File: config.mk
export PLATFORM = sky130hd
export DESIGN_NAME = line_drawer
export DESIGN_NICKNAME = d
export VERILOG_FILES = /design/src/rtl/line_drawer.sv
export SDC_FILE = /design/constraint.sdc
export NUM_CORES = 1
export LEC_CHECK = 0
export ABC_AREA = 1
export CAP_MARGIN = 20
export CORE_MARGIN = 8
export CORE_UTILIZATION = 40
export CTS_CLUSTER_DIAMETER = 60
export DETAILED_ROUTE_END_ITERATION = 6
export PLACE_DENSITY_LB_ADDON = 0.15
export SLEW_MARGIN = 20
export SYNTH_ARGS = -nofsm -noshare
export SYNTH_HDL_FRONTEND = slang
export SYNTH_SLANG_ARGS = --single-unit
File: constraint.sdc
create_clock -name clk -period 4.6 [get_ports clk]
set_input_delay 1.38 -clock clk [delete_from_list [all_inputs] [get_ports clk]]
set_output_delay 1.38 -clock clk [all_outputs]
set_load 0.01 [all_outputs]
File: src/rtl/line_drawer.sv
// Bresenham line rasteriser: latches a segment in LOAD, then emits one pixel
// per cycle in DRAW until the latched end point is reached.
module line_drawer #(
  parameter int N = 11
) (
  input  logic         clk,
  input  logic         reset,
  input  logic         enable,
  input  logic [N-1:0] x0,
  input  logic [N-1:0] y0,
  input  logic [N-1:0] x1,
  input  logic [N-1:0] y1,
  output logic [N-1:0] x,
  output logic [N-1:0] y,
  output logic         pixel_valid,
  output logic         line_done,
  output logic         busy
);

  localparam logic [1:0] IDLE = 2'd0;
  localparam logic [1:0] LOAD = 2'd1;
  localparam logic [1:0] DRAW = 2'd2;
  localparam logic [1:0] DONE = 2'd3;

  localparam logic [N-1:0] ONE = {{(N-1){1'b0}}, 1'b1};

  logic [1:0]          state_q, state_d;
  logic [N-1:0]        x_q, x_d, y_q, y_d;
  logic [N-1:0]        x1_q, x1_d, y1_q, y1_d;
  logic signed [N+1:0] dx_q, dx_d, dy_q, dy_d, err_q, err_d;
  logic                sx_neg_q, sx_neg_d, sy_neg_q, sy_neg_d;

  logic signed [N+1:0] x_diff, y_diff, x_abs, y_abs, e2, err_step;
  logic                at_end;

  always_comb begin
    x_diff   = $signed({2'b00, x1}) - $signed({2'b00, x0});
    y_diff   = $signed({2'b00, y1}) - $signed({2'b00, y0});
    x_abs    = x_diff[N+1] ? -x_diff : x_diff;
    y_abs    = y_diff[N+1] ? -y_diff : y_diff;
    e2       = err_q <<< 1;
    at_end   = (x_q == x1_q) && (y_q == y1_q);
    err_step = err_q;

    state_d  = state_q;
    x_d      = x_q;
    y_d      = y_q;
    x1_d     = x1_q;
    y1_d     = y1_q;
    dx_d     = dx_q;
    dy_d     = dy_q;
    err_d    = err_q;
    sx_neg_d = sx_neg_q;
    sy_neg_d = sy_neg_q;

    case (state_q)
      IDLE: begin
        if (enable) state_d = LOAD;
      end
      LOAD: begin
        x1_d     = x1;
        y1_d     = y1;
        x_d      = x0;
        y_d      = y0;
        dx_d     = x_abs;
        dy_d     = -y_abs;
        sx_neg_d = !(x0 < x1);
        sy_neg_d = !(y0 < y1);
        err_d    = x_abs - y_abs;
        state_d  = DRAW;
      end
      DRAW: begin
        if (at_end) begin
          state_d = DONE;
        end else begin
          // Both tests use the pre-step e2 so a diagonal move happens in one cycle.
          if (e2 >= dy_q) begin
            err_step = err_step + dy_q;
            x_d      = sx_neg_q ? (x_q - ONE) : (x_q + ONE);
          end
          if (e2 <= dx_q) begin
            err_step = err_step + dx_q;
            y_d      = sy_neg_q ? (y_q - ONE) : (y_q + ONE);
          end
          err_d = err_step;
        end
      end
      DONE: begin
        state_d = enable ? LOAD : IDLE;
      end
      default: state_d = IDLE;
    endcase
  end

  always_ff @(posedge clk or negedge reset) begin
    if (!reset) begin
      state_q  <= IDLE;
      x_q      <= '0;
      y_q      <= '0;
      x1_q     <= '0;
      y1_q     <= '0;
      dx_q     <= '0;
      dy_q     <= '0;
      err_q    <= '0;
      sx_neg_q <= 1'b0;
      sy_neg_q <= 1'b0;
    end else begin
      state_q  <= state_d;
      x_q      <= x_d;
      y_q      <= y_d;
      x1_q     <= x1_d;
      y1_q     <= y1_d;
      dx_q     <= dx_d;
      dy_q     <= dy_d;
      err_q    <= err_d;
      sx_neg_q <= sx_neg_d;
      sy_neg_q <= sy_neg_d;
    end
  end

  // Status outputs decode the state directly so reset clears them without a clock.
  assign x           = x_q;
  assign y           = y_q;
  assign pixel_valid = (state_q == DRAW);
  assign line_done   = (state_q == DONE);
  assign busy        = (state_q != IDLE);

endmodule

# == After elaboration in Yosys (flattened, before gate mapping) ==
# Cells that the tools add are included.
# totals
ff_bits,87
output_inout_bits,25
word_cells,66
in_bits,47
# op_classes
eq_ne,10
n_lt_le_gt_ge,4
n_mux,20
n_reduce_logical,10
add_sub_neg,12
# ops
operator,count
$mux 13,7
$mux 11,6
$pmux 11 s2,2
$add 13x13->13,2
$neg 12->13,2
$pmux 13 s2,1
$sub 11x11->12,2
$add 11x1->11 const B,2
$eq 11x11->1,2
$lt 11x11->1,2
$sub 11x1->11 const B,2
$ge 13x13->1,1
$le 13x13->1,1
$neg 13->13,1
$sub 13x13->13,1
$pmux 2 s4,1
$ne 2x1->1 const B,3
$reduce_and 3->1,2
$eq 2x2->1 const B,2
$mux 2,2
$ne 2x2->1 const B,2
$reduce_and 2->1,2
$reduce_bool 2->1,2
$eq 2x1->1 const B,1
other kinds (4),5

# == Depth between registers and ports, before layout ==
# Gate-level depths: netlist of run 1.
# depth
depth_word,8
depth_mapped,32
mapped_depth_nobuf,32

# == Worst setup path after synthesis of run 1 ==
# No wires, ideal clock.
# synth_timing
path_type,input to register
start,in y1[0]
end,reg err_q[11]
t_required_ps,4478
path_buffers,0
path_slack_ps,27
setup_ps,122
cell_stages,27
t_arrival_ps,4450
path_cell_list,inv_1 > ha_1 > inv_1 > fa_1 > inv_1 > ha_1 > inv_1 > a21oi_1 > nand3_1 > nand2_1 > xor2_1 > inv_1 > ha_1 > a21oi_1 > o21ai_0 > a21oi_1 > nor2_1 > o21ai_0 > nand2_1 > nand2_1 > o211ai_1 > nand3_1 > nand2_1 > nand2_1 > nand2_1 > nand3_1 > a21oi_1
# synth_between
elab_chain_len,5
# synth_rtl
element,line_no,rtl
start: declaration,12,"input logic [N-1:0] y1,"
$sub 11x11->12 *,38,"y_diff = $signed({2'b00, y1}) - $signed({2'b00, y0});"
$neg 12->13,40,y_abs = y_diff[N+1] ? -y_diff : y_diff;
$mux 13 *,40,
$sub 13x13->13 *,69,err_d = x_abs - y_abs;
$pmux 13 s2 *,56,case (state_q)
end signal: assignment,115,err_q <= err_d;
end: declaration,30,"logic signed [N+1:0] dx_q, dx_d, dy_q, dy_d, err_q, err_d;"
# Every way passes the cells marked *; elsewhere a longest branch is shown, timed or not.
# A chain may end at the register's enable or synchronous reset.

# == Worst setup path after layout of run 1 ==
# layout_timing
start,in y0[3]
end,reg err_q[10]
# layout_between
elab_chain_len,5
# layout_rtl
element,line_no,rtl
start: declaration,10,"input logic [N-1:0] y0,"
$sub 11x11->12 *,38,
$neg 12->13,40,
$mux 13 *,40,
$sub 13x13->13 *,69,
$pmux 13 s2 *,56,
# Marked as above.

==> impl_metrics.py, run 1 <==
metrics = {
    "yosys": {
        "syn-cell-area_mm2": 0.008862,
        "ys_ff_latch": 86,
        "synthArstFlopShare": 1.000,
        "synth-edff-count": 0,
        "syn_inst": 1300,
        "synth_fa_ha_area_frac": 0.1612,
        "synth_xor_area_frac": 0.07186,
        "synthMuxAreaShare": 0.001129,
        "synth.avg_cell_area_um2": 6.817,
        "syn_nets": 1457,
        "synth.area.top_cells": "dfrtp_1, nand2_1, ha_1, inv_1, o21ai_0",
        "synth_cell_type_count": 51,
        "synth_top_area_cell": "dfrtp_1",
        "seq_area_frac_synth": 0.2428,
        "ys.flop_type": "dfrtp_1",
        "yosys_warnings": 0,
        "synth_top_family_by_area": "simple AND/OR/NAND/NOR gates",
        "synth_compound_area_frac": 0.1584,
        "yosys.area_share.simple": 0.2697,
        "synth_top_area_frac": 0.2428,
    },
    "grt": {
        "gr-total-overflow": 0,
        "grt_pass1_wl_mm": 45.27,
        "grt_usage": 0.2075,
        "grt_pass1_vias": 9316,
        "antenna_found_initial": 0,
        "grt_max_degree": 56,
    },
    "sta": {
        "slew_violations": 0,
        "period_share": 0.9774,
        "fmax_ghz": 0.2224,
        "setup_violations": 0,
        "tightest_slew_ns": 0.9238,
        "hold_violations": 0,
        "post-route-min-period_ns": 4.496,
        "clock_skew_ns": 0.007921,
        "layout_setup_ws_ns": 0.1039,
        "relSlewSlack": 0.3833,
    },
    "power": {
        "powerDensity_mw_per_mm2": 753.1,
        "power_leakage_nw": 6.257,
        "swShare": 0.5116,
        "p_seq_frac": 0.171,
        "finalPower_mw": 9.199,
        "ir_drop_v": 0.0004251,
        "p_comb_frac": 0.751,
        "internal_power_mw": 4.493,
        "power.switching_mw": 4.706,
        "clock_power_share": 0.079,
    },
    "drt": {
        "met3_length_um": 958,
        "drt-vias-per-instance": 5.011,
        "antenna_left": 0,
        "top_layer_used": "met4",
        "vias": 9235,
        "drt_iter0_drc": 480,
        "finalWirelength_mm": 27.66,
        "firstDrtPassIters": 5,
        "wl_per_cell_um": 15.01,
        "route.detailed.drc": 0,
        "wl_met2_mm": 13.30,
        "wirelength_met1_mm": 12.94,
    },
    "setup_path": {
        "critPathCaptureType": "flip-flop",
        "critPathKind": "primary input to flip-flop",
        "r2r-end": "err_q[10]$_DFFE_PN0P_",
        "crit_arrival_ns": 4.74,
        "slowest_delay_ns": 0.51,
        "timing.rr.start": "dy_q[8]$_DFFE_PN0N_",
        "reg2reg_depth": 28,
        "worst_ep_required_time_ns": 4.84,
        "critPathMaxFanout": 6,
        "slowest_stage": "clkdlybuf4s50_1",
        "rrSetupSlack_ns": 0.40,
        "crit_top_cell": "nand2_1",
        "cp-start-kind": "primary input",
    },
    "final_layout": {
        "register_area_mm2": 0.002152,
        "drive_above_1_share": 0.2406,
        "area_growth_pct": 37.82,
        "final_cells": 1843,
        "nets": 1716,
        "nFillCells": 2065,
        "diodes": 0,
        "multi_input_area_mm2": 0.006459,
    },
    "status": {
        "status": "finished clean",
    },
    "floorplan": {
        "start_util": 0.4073,
        "fp.dieH_um": 164.8,
        "ios": 72,
        "core_mm2": 0.02176,
        "die-area_mm2": 0.02717,
        "die_x_um": 164.8,
        "rows": 54,
    },
    "clocking": {
        "cts.sinks": 86,
        "clock_latency_ns": 0.36,
        "hold_buffers": 0,
        "clock-root-buffer": "clkbuf_16",
        "cts_tree": "built",
        "clockBufferDepth": 2,
        "clk_pin_slew_ns": 0.07,
        "cts_buffers": 9,
        "cts-htree-levels": 3,
    },
    "min_path": {
        "hp-class": "flip-flop to flip-flop",
        "hold_depth": 2,
        "hold_start": "dx_q[12]$_DFFE_PN0N_",
        "hold_end": "dx_q[12]$_DFFE_PN0N_",
    },
    "place": {
        "pre_cts_ws_ns": -0.6411,
        "port_buffers": 71,
        "dp_hpwl_mm": 20.97,
        "gp_congestion": 0.8883,
        "dp.cells": 1788,
    },
    "flow_run": {
        "drv_cap": 0,
    },
}
-- routing by layer --
metal,global-route usage,up-vias
met5,0,-
met4,0.05979,0
met1,0.2678,4288
li1,-,4752
met2,0.3560,167
met3,0.02692,28
-- power groups by stage --
stage                     combinational, mW  clock, mW  sequential [mW]
final                                  6.91      0.724             1.57
after global routing                   7.81      0.764             1.62
after CTS                              6.68      0.741             1.57
after detailed placement               6.46          0             1.57
after global placement                 6.33          0             1.57
after floorplan                        4.53          0             1.49
-- per-stage QoR --
stage          cell area (um^2)  hold WS [ns]  utilization  setup TNS [ns]
3_5_place_dp              11050        0.4784       0.5077          -3.886
3_3_place_gp              11050        0.4718       0.5077          -3.023
4_1_cts                   11750        0.4951       0.5399               0
5_1_grt                   12210        0.5306       0.5614         -0.2878
6_report                  12210        0.4854       0.5614               0
2_1_floorplan              8862        0.4488            -               0
-- Yosys cell counts (3+ instances only) --
| library cell | n |
|---|---|
| a21oi_1 | 98 |
| nor2_1 | 63 |
| o21ai_2 | 3 |
| or2_2 | 9 |
| a31oi_1 | 5 |
| fa_1 | 7 |
| clkbuf_1 | 17 |
| nor3_1 | 13 |
| xor2_1 | 36 |
| nor4_1 | 4 |
| o21bai_1 | 4 |
| inv_1 | 190 |
| o22ai_1 | 6 |
| o211ai_1 | 8 |
| nand3_1 | 68 |
| a21oi_2 | 3 |
| dfrtp_1 | 86 |
| nand3b_1 | 5 |
| inv_2 | 6 |
| buf_2 | 3 |
| ha_1 | 103 |
| nand4_1 | 17 |
| xnor2_1 | 28 |
| nand2_1 | 360 |
| o21ai_0 | 104 |
| nor2_2 | 8 |
| buf_1 | 3 |
| nand3_2 | 3 |
| nand2_2 | 7 |
| a22oi_1 | 5 |
-- worst max-delay path by stage --
stage / from / to / slack [ns] / depth (start not counted)
4_1_cts: y1[2] / err_q[11]$_DFFE_PN0P_ / 0.001 / 26
3_3_place_gp: y1[0] / err_q[11]$_DFFE_PN0P_ / -0.56 / 28
6_report: y0[3] / err_q[10]$_DFFE_PN0P_ / 0.10 / 30
5_1_grt: x0[3] / err_q[10]$_DFFE_PN0P_ / -0.12 / 34
2_1_floorplan: y1[0] / err_q[11]$_DFFE_PN0P_ / 0.03 / 27
3_5_place_dp: x1[0] / err_q[11]$_DFFE_PN0P_ / -0.64 / 25
-- cells by family after synthesis --
| logic type | count (synthesis) |
|---|---|
| xor+xnor | 68 |
| mux | 1 |
| fa+ha+maj | 110 |
| simple gates | 562 |
| flops | 86 |
| compound gates | 252 |
| buf+inv | 221 |
-- registers in the layout, indices dropped and copies added, names as in the netlist --
name / count
y: 11
sy_neg_q: 1
state_q: 2
err_q: 12
sx_neg_q: 1
dy_q: 13
y1_q: 11
dx_q: 13
x1_q: 11
x: 11
-- cell type report --
class,instances,share of cell area
clock buffer,12,0.02100
timing repair buffer,272,0.1830
sequential,86,0.1762
multi-input combinational,993,0.5288
tap,280,0.02868
clock inverter,3,0.001639
inverter,197,0.06075
-- critical path, delay by kind of cell --
family	cells	cell delay (ns)
AND/OR/NAND/NOR	20	1.44
buffers and inverters	4	0.75
AO/OA/AOI/OAI	3	0.52
adder cells (fa/ha/maj)	2	0.41
XOR/XNOR	1	0.23
-- what timing repair did --
item                                    4_1_cts  5_1_grt
pin swaps                                    36       55
endpoints found under the setup margin        5        8
resized for setup                            75       99
buffers inserted                             25       16
-- layout by cell type (no fill, tap or decap), types with 12 or more instances in the layout --
cell type and instances:
inv_2 30, o21ai_0 97, xnor2_1 28, nand2_1 339, nand4_1 17, dlygate4sd2_1 15, dfrtp_1 86, nand3_1 62
ha_1 76, nor2_2 12, dlymetal6s2s_1 14, a21oi_1 89, nor2_1 55, inv_1 166, nor3_1 12, clkdlybuf4s50_1 37
xor2_1 31, buf_4 200, ha_4 21, nand2_2 25
(Power assumes the default switching activity.)
==> run 2: changes to the inputs <==
--- a/config.mk
+++ b/config.mk
@@ -8,7 +8,7 @@
 export ABC_AREA = 1
 export CAP_MARGIN = 20
 export CORE_MARGIN = 8
-export CORE_UTILIZATION = 40
+export CORE_UTILIZATION = 50
 export CTS_CLUSTER_DIAMETER = 60
 export DETAILED_ROUTE_END_ITERATION = 6
 export PLACE_DENSITY_LB_ADDON = 0.15
==> constraint.sdc (replaced) <==
create_clock -name clk -period 5.58 [get_ports clk]
set_input_delay 1.674 -clock clk [delete_from_list [all_inputs] [get_ports clk]]
set_output_delay 1.674 -clock clk [all_outputs]
set_load 0.01 [all_outputs]
==> run 2 against run 1 <==
First-iteration DRC count up 1.0%. Clock-buffer cell count down 2. Utilization up 3.2 points. Clock power down 21%. Critical endpoint is now err_q[11]$_DFFE_PN0P_. Largest cell class unchanged. Highest routed layer unchanged.
==> impl_metrics.py, run 2 (same netlist as run 1, synthesis figures left out) <==
metrics = {
    "final_layout": {
        "final_cells": 1615,
        "final_cell_mix": "nand2_1, inv_1, o21ai_0",
        "nets": 1544,
        "nFillCells": 1670,
        "top_regs": "dx_q: 13 flops, dy_q: 13 flops, err_q: 12 flops",
        "diodes": 0,
        "area_growth_pct": 15.88,
        "drive_above_1_share": 0.06978,
        "finalInstanceArea_mm2": 0.01027,
        "final_util": 0.5938,
        "final_common_cell": "nand2_1",
    },
    "grt": {
        "grtUsageMet1": 0.2948,
        "grt_pass1_vias": 8344,
        "grt_usage": 0.2257,
        "gr-total-overflow": 0,
        "antenna_found_initial": 0,
        "grt_max_degree": 56,
        "met3_usage": 0.02822,
        "grt_pass1_wl_mm": 40.36,
        "use_met2": 0.3692,
        "busiest_layer": "met2",
    },
    "power": {
        "p_comb_frac": 0.732,
        "power.switching_mw": 3.639,
        "swShare": 0.5257,
        "internal_power_mw": 3.283,
        "clock_power_share": 0.083,
        "power_leakage_nw": 5.253,
        "ir_drop_v": 0.0003505,
        "p_seq_frac": 0.186,
        "powerDensity_mw_per_mm2": 674.0,
    },
    "floorplan": {
        "fp.dieH_um": 149.1,
        "start_util": 0.5124,
        "rows": 48,
        "ios": 72,
        "die-area_mm2": 0.02224,
        "core_mm2": 0.01730,
        "die_x_um": 149.1,
    },
    "sta": {
        "layout_setup_ws_ns": 0.3573,
        "fmax_ghz": 0.1915,
        "hold_violations": 0,
        "post-route-min-period_ns": 5.223,
        "setup_violations": 0,
        "tightest_slew_ns": 0.8372,
        "clock_skew_ns": 0.01061,
        "relSlewSlack": 0.4419,
        "period_share": 0.9360,
        "slew_violations": 0,
    },
    "setup_path": {
        "r2r-end": "err_q[10]$_DFFE_PN0P_",
        "timing.rr.start": "dy_q[4]$_DFFE_PN0N_",
        "reg2reg_depth": 27,
        "cp-start-kind": "primary input",
        "critPathCaptureType": "flip-flop",
        "worst_ep_required_time_ns": 5.86,
        "rrSetupSlack_ns": 1.14,
        "critPathKind": "primary input to flip-flop",
        "crit_arrival_ns": 5.50,
        "critPathMaxFanout": 4,
    },
    "drt": {
        "drt-vias-per-instance": 5.235,
        "antenna_left": 0,
        "drt_iter0_drc": 485,
        "vias": 8455,
        "wl_per_cell_um": 15.17,
        "firstDrtPassIters": 4,
        "finalWirelength_mm": 24.50,
        "route.detailed.drc": 0,
    },
    "clocking": {
        "cts_resized": 0,
        "clockBufferDepth": 2,
        "cts-htree-levels": 3,
        "cts_tree": "built",
        "cts.sinks": 86,
        "clock_latency_ns": 0.35,
        "cts_setup_buffers": 0,
        "clk_pin_slew_ns": 0.06,
        "cts_buffers": 9,
        "hold_buffers": 0,
        "clock-root-buffer": "clkbuf_16",
    },
    "status": {
        "status": "finished clean",
    },
    "place": {
        "pre_cts_ws_ns": -0.08150,
        "dp.cells": 1601,
        "dp_hpwl_mm": 19.40,
        "port_buffers": 71,
        "placed_cell_area_mm2": 0.009973,
        "gp_congestion": 0.9348,
    },
    "min_path": {
        "hp-class": "flip-flop to flip-flop",
        "hold_end": "y1_q[8]$_DFFE_PN0N_",
        "hold_start": "y1_q[8]$_DFFE_PN0N_",
        "hold_depth": 2,
    },
    "flow_run": {
        "drv_cap": 0,
    },
}
[run 2: cell types whose count changed in the layout (fill, tap and decap cells not counted), sizes merged]
cell,delta
buf,-172
clkbuf,-5
clkdlybuf4s15,-1
clkdlybuf4s50,+33
clkinv,+2
dlygate4sd2,-15
dlymetal6s2s,-14
inv,-1
[run 2: area by class of cell]
cell class,count,area [um^2],share of cell area
clock buffers,10,239.0,0.02327
inverters,197,739.5,0.07200
multi-input cells,993,5907,0.5752
repair buffers,100,925.9,0.09016
clock inverters,4,25.02,0.002437
flip-flops and latches,86,2152,0.2096
well taps,225,281.5,0.02741
[run 2: layer usage]
layer	up-vias	wire length, um
met4	0	743
li1	4412	-
met1	3790	11470
met5	-	0
met2	211	11140
met3	42	1146
[run 2: worst max path at each step]
stage	cells after the start	slack (ns)	endpoint	start
2_1_floorplan	27	0.71	err_q[11]$_DFFE_PN0P_	y1[0]
3_3_place_gp	28	0.08	err_q[11]$_DFFE_PN0P_	y1[0]
3_5_place_dp	27	-0.08	err_q[11]$_DFFE_PN0P_	y1[0]
5_1_grt	26	-0.006	err_q[11]$_DFFE_PN0P_	x0[6]
4_1_cts	27	0.30	err_q[11]$_DFFE_PN0P_	y1[0]
6_report	27	0.36	err_q[11]$_DFFE_PN0P_	y0[0]
[run 2: through the flow]
step | total power [mW] | TNS [ns] | hold WS (ns)
after detailed placement | 6.285 | -0.08323 | 0.4780
after CTS | 6.899 | 0 | 0.4933
after global placement | 6.194 | 0 | 0.4744
after floorplan | 4.963 | 0 | 0.4488
after global routing | 7.725 | -0.005710 | 0.5141
final | 6.922 | 0 | 0.4949
[run 2: power groups by stage]
stage	clock, mW	combinational, mW	sequential, mW
after floorplan	0	3.74	1.23
after global placement	0	4.90	1.29
after detailed placement	0	4.99	1.29
after CTS	0.581	5.03	1.28
after global routing	0.602	5.79	1.33
final	0.572	5.06	1.29
[run 2: critical path: stages]
cell,delay (ns)
clkdlybuf4s50_1,0.48
ha_1,0.23
inv_1,0.11
fa_1,0.43
inv_1,0.09
ha_1,0.13
inv_1,0.05
a21oi_1,0.11
nand3_1,0.11
nand2_1,0.12
xor2_2,0.19
inv_1,0.12
ha_4,0.30
nand2_1,0.07
o21ai_0,0.19
a21oi_1,0.08
nor2_1,0.14
o21ai_0,0.10
nand2_1,0.10
nand2_1,0.06
o211ai_1,0.13
nand3_1,0.11
nand2_1,0.09
nand2_1,0.05
nand2_1,0.05
nand3_1,0.06
a21oi_1,0.14
==> run 3: changes to the inputs <==
--- a/config.mk
+++ b/config.mk
@@ -9,10 +9,10 @@
 export CAP_MARGIN = 20
 export CORE_MARGIN = 8
 export CORE_UTILIZATION = 50
+export CTS_BUF_LIST = sky130_fd_sc_hd__clkbuf_8 sky130_fd_sc_hd__clkbuf_16
 export CTS_CLUSTER_DIAMETER = 60
 export DETAILED_ROUTE_END_ITERATION = 6
 export PLACE_DENSITY_LB_ADDON = 0.15
-export SLEW_MARGIN = 20
 export SYNTH_ARGS = -nofsm -noshare
 export SYNTH_HDL_FRONTEND = slang
 export SYNTH_SLANG_ARGS = --single-unit
==> results of run 3 <==
Same layout as run 2: the final DEF is identical, and so are final timing and power.
